==> config.mk <==
export PLATFORM = sky130hd
export DESIGN_NAME = dp_fifo_wr_arbiter
export DESIGN_NICKNAME = d
export VERILOG_FILES = /design/src/rtl/dp_arb_pkg.sv /design/src/rtl/rr_arbiter.sv /design/src/rtl/dp_fifo_wr_arbiter.sv
export SDC_FILE = /design/constraint.sdc
export NUM_CORES = 1
export LEC_CHECK = 0
export BUFFER_PORTS_ARGS = -buffer_cell sky130_fd_sc_hd__buf_2
export CORE_UTILIZATION = 35
export CTS_CLUSTER_DIAMETER = 120
export CTS_CLUSTER_SIZE = 14
export DETAILED_ROUTE_END_ITERATION = 12
export PLACE_DENSITY = 0.62
export SKIP_CTS_REPAIR_TIMING = 1
export SLEW_MARGIN = 15
export SYNTH_ARGS = -nofsm -noshare
export SYNTH_HDL_FRONTEND = slang
export SYNTH_SLANG_ARGS = --single-unit
export TNS_END_PERCENT = 100
==> constraint.sdc <==
create_clock -name clk_dp_wr_i -period 3.7 [get_ports clk_dp_wr_i]
set_clock_uncertainty 0.2 [all_clocks]
set_input_delay 0.74 -clock clk_dp_wr_i [delete_from_list [all_inputs] [get_ports clk_dp_wr_i]]
set_output_delay 0.74 -clock clk_dp_wr_i [all_outputs]
set_load 0.005 [all_outputs]
==> src/rtl/dp_arb_pkg.sv <==
// -----------------------------------------------------------------------------
// dp_arb_pkg
// Shared types and helpers for the DP23 FIFO write-port arbiter.
//   dp_arb_state_t : arbiter FSM states (IDLE, HDR, DATA)
//   HDR_MARK       : marker byte in the top byte of every packet header
//   build_hdr()    : header word {HDR_MARK, zeros, src_id}, built at full
//                    HDR_MAX_W width; the caller casts it down to its FIFO width
// -----------------------------------------------------------------------------
package dp_arb_pkg;

    typedef enum logic [1:0] {
        IDLE = 2'd0,
        HDR  = 2'd1,
        DATA = 2'd2
    } dp_arb_state_t;

    localparam logic [7:0] HDR_MARK  = 8'hA5;
    // Widest FIFO word the header helper supports.
    localparam int         HDR_MAX_W = 64;

    // The marker lands in the top byte of a 'width'-bit word and the source ID
    // in the bottom byte. The bits in between are zero.
    function automatic logic [HDR_MAX_W-1:0] build_hdr(input int width,
                                                       input logic [7:0] src_id);
        logic [HDR_MAX_W-1:0] h;
        h = (HDR_MAX_W'(HDR_MARK) << (width - 8)) | HDR_MAX_W'(src_id);
        return h;
    endfunction

endpackage

==> src/rtl/rr_arbiter.sv <==
// -----------------------------------------------------------------------------
// rr_arbiter
// Combinational round-robin pick. It returns the first requester searching
// upward from ptr+1 and wraps around. ptr itself is checked last.
//   req     : request vector
//   ptr     : index of the previous winner
//   gnt     : one-hot grant (all zero when req == 0)
//   gnt_idx : binary index of the grant (0 when req == 0)
// -----------------------------------------------------------------------------
module rr_arbiter #(
    parameter int N  = 4,
    parameter int IW = (N > 1) ? $clog2(N) : 1
) (
    input  logic [N-1:0]  req,
    input  logic [IW-1:0] ptr,
    output logic [N-1:0]  gnt,
    output logic [IW-1:0] gnt_idx
);

    logic          w_found;
    logic [IW-1:0] w_idx;

    always_comb begin
        gnt     = '0;
        gnt_idx = '0;
        w_found = 1'b0;
        w_idx   = '0;
        for (int k = 1; k <= N; k++) begin
            w_idx = IW'((int'(ptr) + k) % N);
            if (!w_found && req[w_idx]) begin
                w_found      = 1'b1;
                gnt[w_idx]   = 1'b1;
                gnt_idx      = w_idx;
            end
        end
    end

endmodule

==> src/rtl/dp_fifo_wr_arbiter.sv <==
// -----------------------------------------------------------------------------
// dp_fifo_wr_arbiter
// Packet-granular round-robin arbiter in front of the DP23 data FIFO write
// port. Each granted packet is preceded by a one-word header {A5, 0.., id}.
// Payloads longer than MAX_PKT_WORDS are cut. The rest of the payload is sent
// later as a new packet with its own header.
//   clk_dp_wr_i / rst_n_i : write clock, async active-low reset
//   enable_i              : allows new packets to start (IDLE only)
//   src_mask_i            : per-source eligibility (IDLE only)
//   src_valid/last/data_i : per-source word stream; src i at [i*GpifWidth +: GpifWidth]
//   src_ready_o           : combinational accept for the granted source
//   dpo_full_i / dpo_almst_full_i : FIFO back-pressure; either one blocks a write
//   dpo_wr_o / dpo_dti_o  : registered FIFO write strobe and data
//   grant_o               : one-hot packet owner, 0 in IDLE
//   busy_o                : FSM not in IDLE
//   trunc_o               : one-cycle pulse, aligned with the write of the capped word
// Valid/ready: a word moves when src_valid_i & src_ready_o are both high at a
// rising edge. src_ready_o never depends on itself and may be high only for
// the granted source.
// -----------------------------------------------------------------------------
module dp_fifo_wr_arbiter
    import dp_arb_pkg::*;
#(
    parameter int NUM_SRC       = 4,
    parameter int GpifWidth     = 32,
    parameter int MAX_PKT_WORDS = 256
) (
    input  logic                         clk_dp_wr_i,
    input  logic                         rst_n_i,
    input  logic                         enable_i,
    input  logic [NUM_SRC-1:0]           src_mask_i,
    input  logic [NUM_SRC-1:0]           src_valid_i,
    input  logic [NUM_SRC-1:0]           src_last_i,
    input  logic [NUM_SRC*GpifWidth-1:0] src_data_i,
    output logic [NUM_SRC-1:0]           src_ready_o,
    input  logic                         dpo_full_i,
    input  logic                         dpo_almst_full_i,
    output logic                         dpo_wr_o,
    output logic [GpifWidth-1:0]         dpo_dti_o,
    output logic [NUM_SRC-1:0]           grant_o,
    output logic                         busy_o,
    output logic                         trunc_o
);

    localparam int             IW      = $clog2(NUM_SRC);
    localparam int             CW      = $clog2(MAX_PKT_WORDS + 1);
    localparam logic [CW-1:0]  CAP     = CW'(MAX_PKT_WORDS - 1);
    // Pointer starts at the last source so that source 0 wins first.
    localparam logic [IW-1:0]  PTR_RST = IW'(NUM_SRC - 1);

    dp_arb_state_t        r_state, w_state_nxt;
    logic [IW-1:0]        r_ptr, w_ptr_nxt;
    logic [IW-1:0]        r_gidx, w_gidx_nxt;
    logic [NUM_SRC-1:0]   r_grant, w_grant_nxt;
    logic [CW-1:0]        r_wcnt, w_wcnt_nxt;
    logic                 r_wr, w_wr_nxt;
    logic [GpifWidth-1:0] r_dti, w_dti_nxt;
    logic                 r_trunc, w_trunc_nxt;

    logic [NUM_SRC-1:0]   w_req;
    logic [NUM_SRC-1:0]   w_arb_gnt;
    logic [IW-1:0]        w_arb_idx;
    logic                 w_space;
    logic                 w_sel_valid;
    logic                 w_sel_last;
    logic [GpifWidth-1:0] w_sel_data;
    logic                 w_accept;

    assign w_req       = src_valid_i & src_mask_i & {NUM_SRC{enable_i}};
    assign w_space     = !dpo_almst_full_i && !dpo_full_i;
    assign w_sel_valid = src_valid_i[r_gidx];
    assign w_sel_last  = src_last_i[r_gidx];
    assign w_sel_data  = src_data_i[int'(r_gidx)*GpifWidth +: GpifWidth];
    assign w_accept    = (r_state == DATA) && w_sel_valid && w_space;

    rr_arbiter #(
        .N  (NUM_SRC),
        .IW (IW)
    ) u_rr (
        .req     (w_req),
        .ptr     (r_ptr),
        .gnt     (w_arb_gnt),
        .gnt_idx (w_arb_idx)
    );

    always_ff @(posedge clk_dp_wr_i or negedge rst_n_i) begin
        if (!rst_n_i) begin
            r_state <= IDLE;
            r_ptr   <= PTR_RST;
            r_gidx  <= '0;
            r_grant <= '0;
            r_wcnt  <= '0;
            r_wr    <= 1'b0;
            r_dti   <= '0;
            r_trunc <= 1'b0;
        end else begin
            r_state <= w_state_nxt;
            r_ptr   <= w_ptr_nxt;
            r_gidx  <= w_gidx_nxt;
            r_grant <= w_grant_nxt;
            r_wcnt  <= w_wcnt_nxt;
            r_wr    <= w_wr_nxt;
            r_dti   <= w_dti_nxt;
            r_trunc <= w_trunc_nxt;
        end
    end

    always_comb begin
        w_state_nxt = r_state;
        w_ptr_nxt   = r_ptr;
        w_gidx_nxt  = r_gidx;
        w_grant_nxt = r_grant;
        w_wcnt_nxt  = r_wcnt;
        w_wr_nxt    = 1'b0;
        w_dti_nxt   = r_dti;
        w_trunc_nxt = 1'b0;
        case (r_state)
            IDLE: begin
                if (|w_req) begin
                    w_grant_nxt = w_arb_gnt;
                    w_gidx_nxt  = w_arb_idx;
                    w_ptr_nxt   = w_arb_idx;
                    w_state_nxt = HDR;
                end
            end
            HDR: begin
                w_wcnt_nxt = '0;
                if (w_space) begin
                    w_wr_nxt    = 1'b1;
                    w_dti_nxt   = GpifWidth'(build_hdr(GpifWidth, 8'(r_gidx)));
                    w_state_nxt = DATA;
                end
            end
            DATA: begin
                if (w_accept) begin
                    w_wr_nxt   = 1'b1;
                    w_dti_nxt  = w_sel_data;
                    w_wcnt_nxt = r_wcnt + 1'b1;
                    // A last word on the cap is a normal end, so last is checked first.
                    if (w_sel_last) begin
                        w_state_nxt = IDLE;
                        w_grant_nxt = '0;
                    end else if (r_wcnt == CAP) begin
                        w_state_nxt = IDLE;
                        w_grant_nxt = '0;
                        w_trunc_nxt = 1'b1;
                    end
                end
            end
            default: begin
                w_state_nxt = IDLE;
                w_grant_nxt = '0;
            end
        endcase
    end

    assign src_ready_o = w_accept ? r_grant : '0;
    assign dpo_wr_o    = r_wr;
    assign dpo_dti_o   = r_dti;
    assign grant_o     = r_grant;
    assign busy_o      = (r_state != IDLE);
    assign trunc_o     = r_trunc;

endmodule

==> metrics.csv, run 1 <==
metric,value,unit
swShare,0.4053,
n_fill_cell,1017,
async_flop_share,1.000,
synth_nets,529,
r2r_cells,6,
fmax,338.6,MHz
p_clk_frac,0.141,
setup_viol,0,
crit_path_end_kind,output pin,
rrSetupSlack,1040,ps
grt_use_total,0.1958,
synthCells,371,
r2r-end,r_gidx[0],
grt_start_max_net_pins,36,
p_leak,2.516,nW
combPwrFrac,0.535,
antenna_found_initial,2,
critPathMaxFanout,8,
max_cap_viol_count,0,
p_seq_frac,0.324,
die_h,105.8,um
preCtsSetupSlack,754.5,ps
post_synth_instance_area,0.003769,mm^2
grt_pass1_vias,3543,
instances_no_fill,686,
place_congestion,0.8029,
cts_inserted_buffers,5,
vias,3567,
insertion_delay,310,ps
io_buffers,187,
max-slew-margin-rel,0.6104,
core,0.01037,mm^2
hold_slack,199.3,ps
wl_per_cell,16.03,um
yosysUniqueCellTypes,55,
start_util,0.3634,
p_switching,1.157,mW
cts.sinks,53,
start_kind,input port,
rows,37,
cts_buffer_depth,2,
vias_per_cell,5.200,
fin_setup_tns,0,ps
peakVddDrop,236.0,uV
seq_area,0.001330,mm^2
rsz0062_at_grt,no,
nNetsFinal,706,
drtIter0Drc,183,
final_util,0.4719,
final_max_slew_viol_count,0,
grt_pass1_wl,17400,um
tightestPinTransition,584.4,ps
ys_ff_latch,53,
synth-seq-area-share,0.3526,
h-tree-depth,2,
drive_gt1_frac,0.4426,
reg2reg_from,r_ptr[0],
status,finished clean,
cp.required,2760,ps
setup_ws,746.8,ps
multi_input_area,0.002231,mm^2
overflow,0,
dieArea,0.01119,mm^2
remaining_drc_errors,0,
timing_worst_setup_path_type,input port to output pin,
crit_start,src_valid_i[3],
dr.pass1.iters,4,
path_clk_slew,100,ps
ctsRootBufferMaster,clkbuf_8,
crit_arrival,2010,ps
hpwl,8593,um
ys_warn_count,0,
area.growth.synth_to_final,29.85,%
finalHoldViolCount,0,
hp-class,input port to async pin,
wl,11000,um
min_period_over_period,0.7982,
crit_end,src_ready_o[2],
p_int,1.698,mW
detail-route-antenna-nets,0,
layout_min_cycle_time,2953,ps
power.density,583.4,mW/mm^2
die_w,105.8,um
syn_avg_cell_area,10.16,um^2
synth_flop_cell,dfrtp_1,
placed_cells,676,
cts_tree,yes,
synth_edf_count,0,
ios,188,
worst min path at each step:
stage / startpoint / to / slack, ps / depth (start not counted)
5_1_grt: rst_n_i / dpo_dti_o[5] / 250 / 1
3_5_place_dp: dpo_dti_o[28] / dpo_dti_o[28] / 260 / 2
2_1_floorplan: rst_n_i / dpo_dti_o[0] / 240 / 0
3_3_place_gp: dpo_dti_o[20] / dpo_dti_o[20] / 260 / 2
4_1_cts: rst_n_i / r_gidx[1] / 220 / 1
6_report: rst_n_i / dpo_dti_o[1] / 200 / 1
sequential cells by signal (all words and copies together), names as in the netlist:
register and flops:
trunc_o 1, r_state 2, dpo_dti_o 32, r_ptr 2, grant_o 4, r_wcnt 9
r_gidx 2, dpo_wr_o 1
cells in the mapped netlist, types with 3 or more instances:
| library cell | n | share of area |
|---|---|---|
| a2111oi_0 | 4 | 0.0093 |
| a211oi_1 | 8 | 0.016 |
| a21o_1 | 6 | 0.012 |
| a21oi_1 | 13 | 0.017 |
| a311oi_1 | 3 | 0.0070 |
| a31oi_1 | 5 | 0.0083 |
| and2_1 | 5 | 0.0083 |
| and3_1 | 5 | 0.0083 |
| and4_1 | 3 | 0.0070 |
| and4b_1 | 3 | 0.0080 |
| buf_2 | 7 | 0.0093 |
| buf_6 | 7 | 0.021 |
| clkbuf_1 | 6 | 0.0060 |
| dfrtp_1 | 51 | 0.34 |
| ha_1 | 13 | 0.043 |
| inv_1 | 14 | 0.014 |
| mux2i_1 | 7 | 0.019 |
| mux4_2 | 30 | 0.18 |
| nand2_1 | 76 | 0.076 |
| nand3_1 | 37 | 0.049 |
| nand3b_1 | 4 | 0.0080 |
| nand4_1 | 3 | 0.0050 |
| nor2_1 | 10 | 0.010 |
| o21ai_0 | 10 | 0.013 |
final cells by class:
| cell class | instances | share of cell area |
|---|---|---|
| inverter | 14 | 0.01074 |
| antenna | 1 | 0.0005114 |
| tap | 136 | 0.03477 |
| multi-input combinational | 280 | 0.4559 |
| sequential | 53 | 0.2718 |
| timing repair buffer | 194 | 0.2035 |
| clock buffer | 6 | 0.01483 |
| clock inverter | 2 | 0.007926 |
worst max-delay path, cell delays in order:
cell and delay (ps):
buf_2 130, mux4_2 540, and3_1 290, and2_1 190, buf_2 120
logic make-up (layout without fill, tap and decap cells):
family,count (synthesis),count (layout),synth area share
xor gates and xnor gates,4,4,0.009298
buffers and inverters,38,216,0.05544
DFF,53,53,0.3526
other,0,1,0
and+or+nand+nor,157,157,0.2002
adders and majority gates,13,13,0.04316
muxes,41,41,0.2178
AOI/OAI and AO/OA,65,65,0.1215
layout by cell type (no fill, tap or decap), types with 3 or more instances in the layout:
master       n
nor2_1      10
a21o_1       6
a2111oi_0    4
ha_1        13
clkbuf_8     5
nand3b_1     4
a311oi_1     3
dfrtp_1     50
and4_1       3
buf_2      187
mux2i_1      7
and3_1       5
nand3_1     37
buf_4        6
a21oi_1     13
inv_1       14
and2_1       5
a31oi_1      5
nand2_1     76
mux4_2      30
nand4_1      3
o21ai_0     10
a211oi_1     8
and4b_1      3
per-stage QoR:
| stage | instance area [um^2] | power [mW] |
|---|---|---|
| floorplan | 3769 | 2.003 |
| global placement | 4765 | 2.454 |
| detailed placement | 4765 | 2.475 |
| CTS | 4876 | 2.879 |
| global route | 4893 | 3.078 |
| finish | 4893 | 2.855 |
per-layer routing:
layer,up-vias,share of wire,global-route usage
met1,1704,0.43,0.2510
met4,2,0.0094,0.03770
li1,1737,-,-
met2,113,0.51,0.3459
met3,11,0.052,0.03463
met5,-,0.0012,0
power by group through the flow:
stage          logic [mW]  registers [mW]  clock network [mW]
3_3_place_gp         1.52           0.935                   0
4_1_cts              1.54           0.929               0.412
3_5_place_dp         1.54           0.939                   0
2_1_floorplan        1.10           0.907                   0
6_report             1.53           0.925               0.402
5_1_grt              1.68           0.956               0.436
No activity file was read; power rests on OpenSTA's default activity.
==> run 2, diff against run 1 <==
- ABC_AREA: unset -> 1
- PLACE_DENSITY: 0.62 -> 0.64
- clock period: 3.7 -> 2.65 ns (I/O delays scaled with it)
==> run 2 against run 1 <==
  * First-iteration DRC count up 40%
  * Critical path depth rose by 5
  * Combinational power increased by 100%
  * Critical endpoint is now r_ptr[1]
  * Largest power group unchanged
==> metrics.csv, run 2 <==
metric,value,unit,change
status,finished clean,,
r2r_cells,10,,+4
layout_min_cycle_time,2501,ps,
min_period_over_period,0.9436,,
vias_per_cell,5.154,,-0.88%
async_flop_share,1.000,,unchanged
ys_ff_latch,53,,unchanged
path_cells,inv_1 -> ha_1 -> inv_1 -> nand3_1 -> nand2_1 -> nor2_1 -> nand4_1 -> nand3_1 -> nand2_1 -> nand2_1,,
peakVddDrop,528.5,uV,+120%
start_util,0.3660,,+0.002579
yosys-mux-area-fraction,0,,-0.2178
m1WireLength,5414,um,+15%
area.growth.synth_to_final,29.31,%,
reg2reg_from,r_ptr[1],,
finalHoldViolCount,0,,unchanged
detail-route-antenna-nets,0,,unchanged
fmax,399.9,MHz,
hold_end,dpo_dti_o[17],,
slowest_delay,650,ps,+110 ps
n_fill_cell,1048,,+3.0%
crit_path_end_kind,register,,
synth_flop_cell,dfrtp_1,,
critPathTopFamily,simple AND/OR/NAND/NOR gates,,
synth_edf_count,0,,unchanged
mostFrequentLayoutCell,nand2_1,,
synthTopCellsByArea,"dfrtp_1 (33%), nand2_1 (19%), a21oi_1 (8.1%)",,
synthCells,564,,+52%
p_switching,2.527,mW,+120%
dr.pass1.iters,5,,+1
synth_nets,722,,+36%
hp-class,register to register,,
preCtsSetupSlack,198.5,ps,-556.0 ps
grt_start_max_net_pins,66,,+83%
die_h,106.8,um,+1.0%
cts_buffer_depth,2,,unchanged
cp.required,2700,ps,-60 ps
hpwl,9098,um,+5.9%
place_congestion,0.8157,,+1.6%
synthAdderAreaFrac,0.04229,,-0.0008705
ctsRootBufferMaster,clkbuf_8,,
final_max_slew_viol_count,0,,unchanged
cts_inserted_buffers,5,,unchanged
top_layer,met4,,
start_kind,register,,
rsz0062_at_grt,no,,
hold_slack,305.1,ps,+105.9 ps
synth-compound-area-share,0.2115,,+0.08994
remaining_drc_errors,0,,unchanged
drive_gt1_frac,0.3025,,-0.1402
core,0.01051,mm^2,+1.3%
min_path_cells,2,,
final_cell_mix,"nand2_1 (190), buf_2 (187), a21oi_1 (62)",,
rrSetupSlack,150,ps,-890 ps
antenna_found_initial,0,,-2
synth-simple-area-share,0.3159,,+0.1157
cp.buffers_inverters,2,,unchanged
cp.depth,10,,+5
cts.sinks,53,,unchanged
h-tree-depth,2,,unchanged
p_int,2.376,mW,+40%
synth_most_common_cell,nand2_1,,
grt_use_total,0.2155,,+0.01973
yosysUniqueCellTypes,33,,-40%
cts_tree,yes,,
setup_viol,0,,unchanged
dieArea,0.01141,mm^2,+2.0%
vias,4484,,+26%
grt_pass1_vias,4265,,+20%
synth_xor_area_frac,0.009109,,-0.0001875
grt_pass1_wl,19800,um,+14%
drtIter0Drc,256,,+40%
synth_common_cells,"nand2_1 (190), a21oi_1 (62), dfrtp_1 (51), nor2_1 (44), o21ai_0 (40)",,
synth-seq-area-share,0.3455,,-0.007111
ys_warn_count,0,,unchanged
yosys.area.top_type,dfrtp_1,,
cp_slowest_cell,dfstp_2,,
io_buffers,187,,unchanged
antennaDiodeCount,0,,-1
overflow,0,,unchanged
tightestPinTransition,658.5,ps,+74.15 ps
wl_met3,640,um,+11%
setup_ws,149.4,ps,-597.3 ps
critPathMaxFanout,10,,+2
wl_per_cell,14.22,um,-11%
post_synth_instance_area,0.003846,mm^2,+2.1%
fin_setup_tns,0,ps,unchanged
max-slew-margin-rel,0.5610,,-0.04944
timing_worst_setup_path_type,register to register,,
crit_arrival,2550,ps,+540 ps
swShare,0.5154,,+0.1101
p_leak,2.717,nW,+8.0%
min_from,dpo_dti_o[17],,
synth_top_family_by_area,simple AND/OR/NAND/NOR gates,,
largest_register_ffs,32,,unchanged
r2r-end,r_ptr[1],,
die_w,106.8,um,+1.0%
nNetsFinal,891,,+26%
insertion_delay,310,ps,about the same
wl_met2,6173,um,+11%
max_cap_viol_count,0,,unchanged
p_clk_frac,0.100,,-0.041
rows,37,,unchanged
synth_top_area_share,0.3318,,-0.006830
combPwrFrac,0.630,,+0.095
syn_avg_cell_area,6.819,um^2,-33%
power.density,985.8,mW/mm^2,+69%
path_clk_slew,100,ps,about the same
worst_path_most_repeated_cell,nand2_1,,
p_seq_frac,0.270,,-0.054
wl,12370,um,+12%
ios,188,,unchanged
run 2: power by group through the flow:
stage                     Sequential, mW  Combinational [mW]  Clock (mW)
after floorplan                     1.31                2.14           0
after global placement              1.33                3.04           0
after detailed placement            1.34                3.09           0
after CTS                           1.32                3.10       0.502
after global routing                1.37                3.52       0.542
final                               1.32                3.09       0.490
run 2: area by class of cell:
cell class              count  area [um^2]  share of cell area
multi-input cells         446         2231              0.4486
well taps                 136        170.2             0.03421
clock inverters             2        13.76            0.002767
flip-flops and latches     53         1330              0.2674
clock buffers               6        82.58             0.01660
inverters                  28        105.1             0.02113
repair buffers            199         1041              0.2093
run 2: metrics by stage:
| stage | utilization | area, um^2 | std cells | power, mW |
|---|---|---|---|---|
| 2_1_floorplan | - | 3846 | 564 | 3.450 |
| 3_3_place_gp | 0.4629 | 4865 | 861 | 4.368 |
| 3_5_place_dp | 0.4629 | 4865 | 861 | 4.430 |
| 4_1_cts | 0.4721 | 4961 | 869 | 4.929 |
| 5_1_grt | 0.4733 | 4974 | 870 | 5.425 |
| 6_report | 0.4733 | 4974 | 870 | 4.903 |
run 2: layer usage:
metal / up-vias / track usage
met5: - / 0
met4: 0 / 0.04892
met3: 13 / 0.03343
met2: 142 / 0.3848
met1: 2083 / 0.2722
li1: 2246 / -
run 2: cell families after synthesis:
family,count (synthesis)
AND/OR/NAND/NOR,289
flip-flops,53
XOR/XNOR,4
AO/OA/AOI/OAI,140
adder cells (fa/ha/maj),13
buffers and inverters,65
run 2: worst reg2reg max path, stage by stage, from the launching register on:
cell	delay [ps]
dfstp_2	650
inv_1	180
ha_1	380
inv_1	110
nand3_1	120
nand2_1	140
nor2_1	290
nand4_1	120
nand3_1	100
nand2_1	70
nand2_1	70
run 2: worst max-delay path by stage:
stage / start / end / slack (ps)
finish: r_ptr[1] / r_ptr[1] / 150
global route: r_ptr[1] / r_ptr[1] / 0.06
CTS: r_state[0] / src_ready_o[1] / 9
detailed placement: r_state[0] / dpo_dti_o[26] / 200
global placement: r_ptr[1] / r_gidx[1] / 200
floorplan: r_ptr[0] / r_gidx[1] / 450
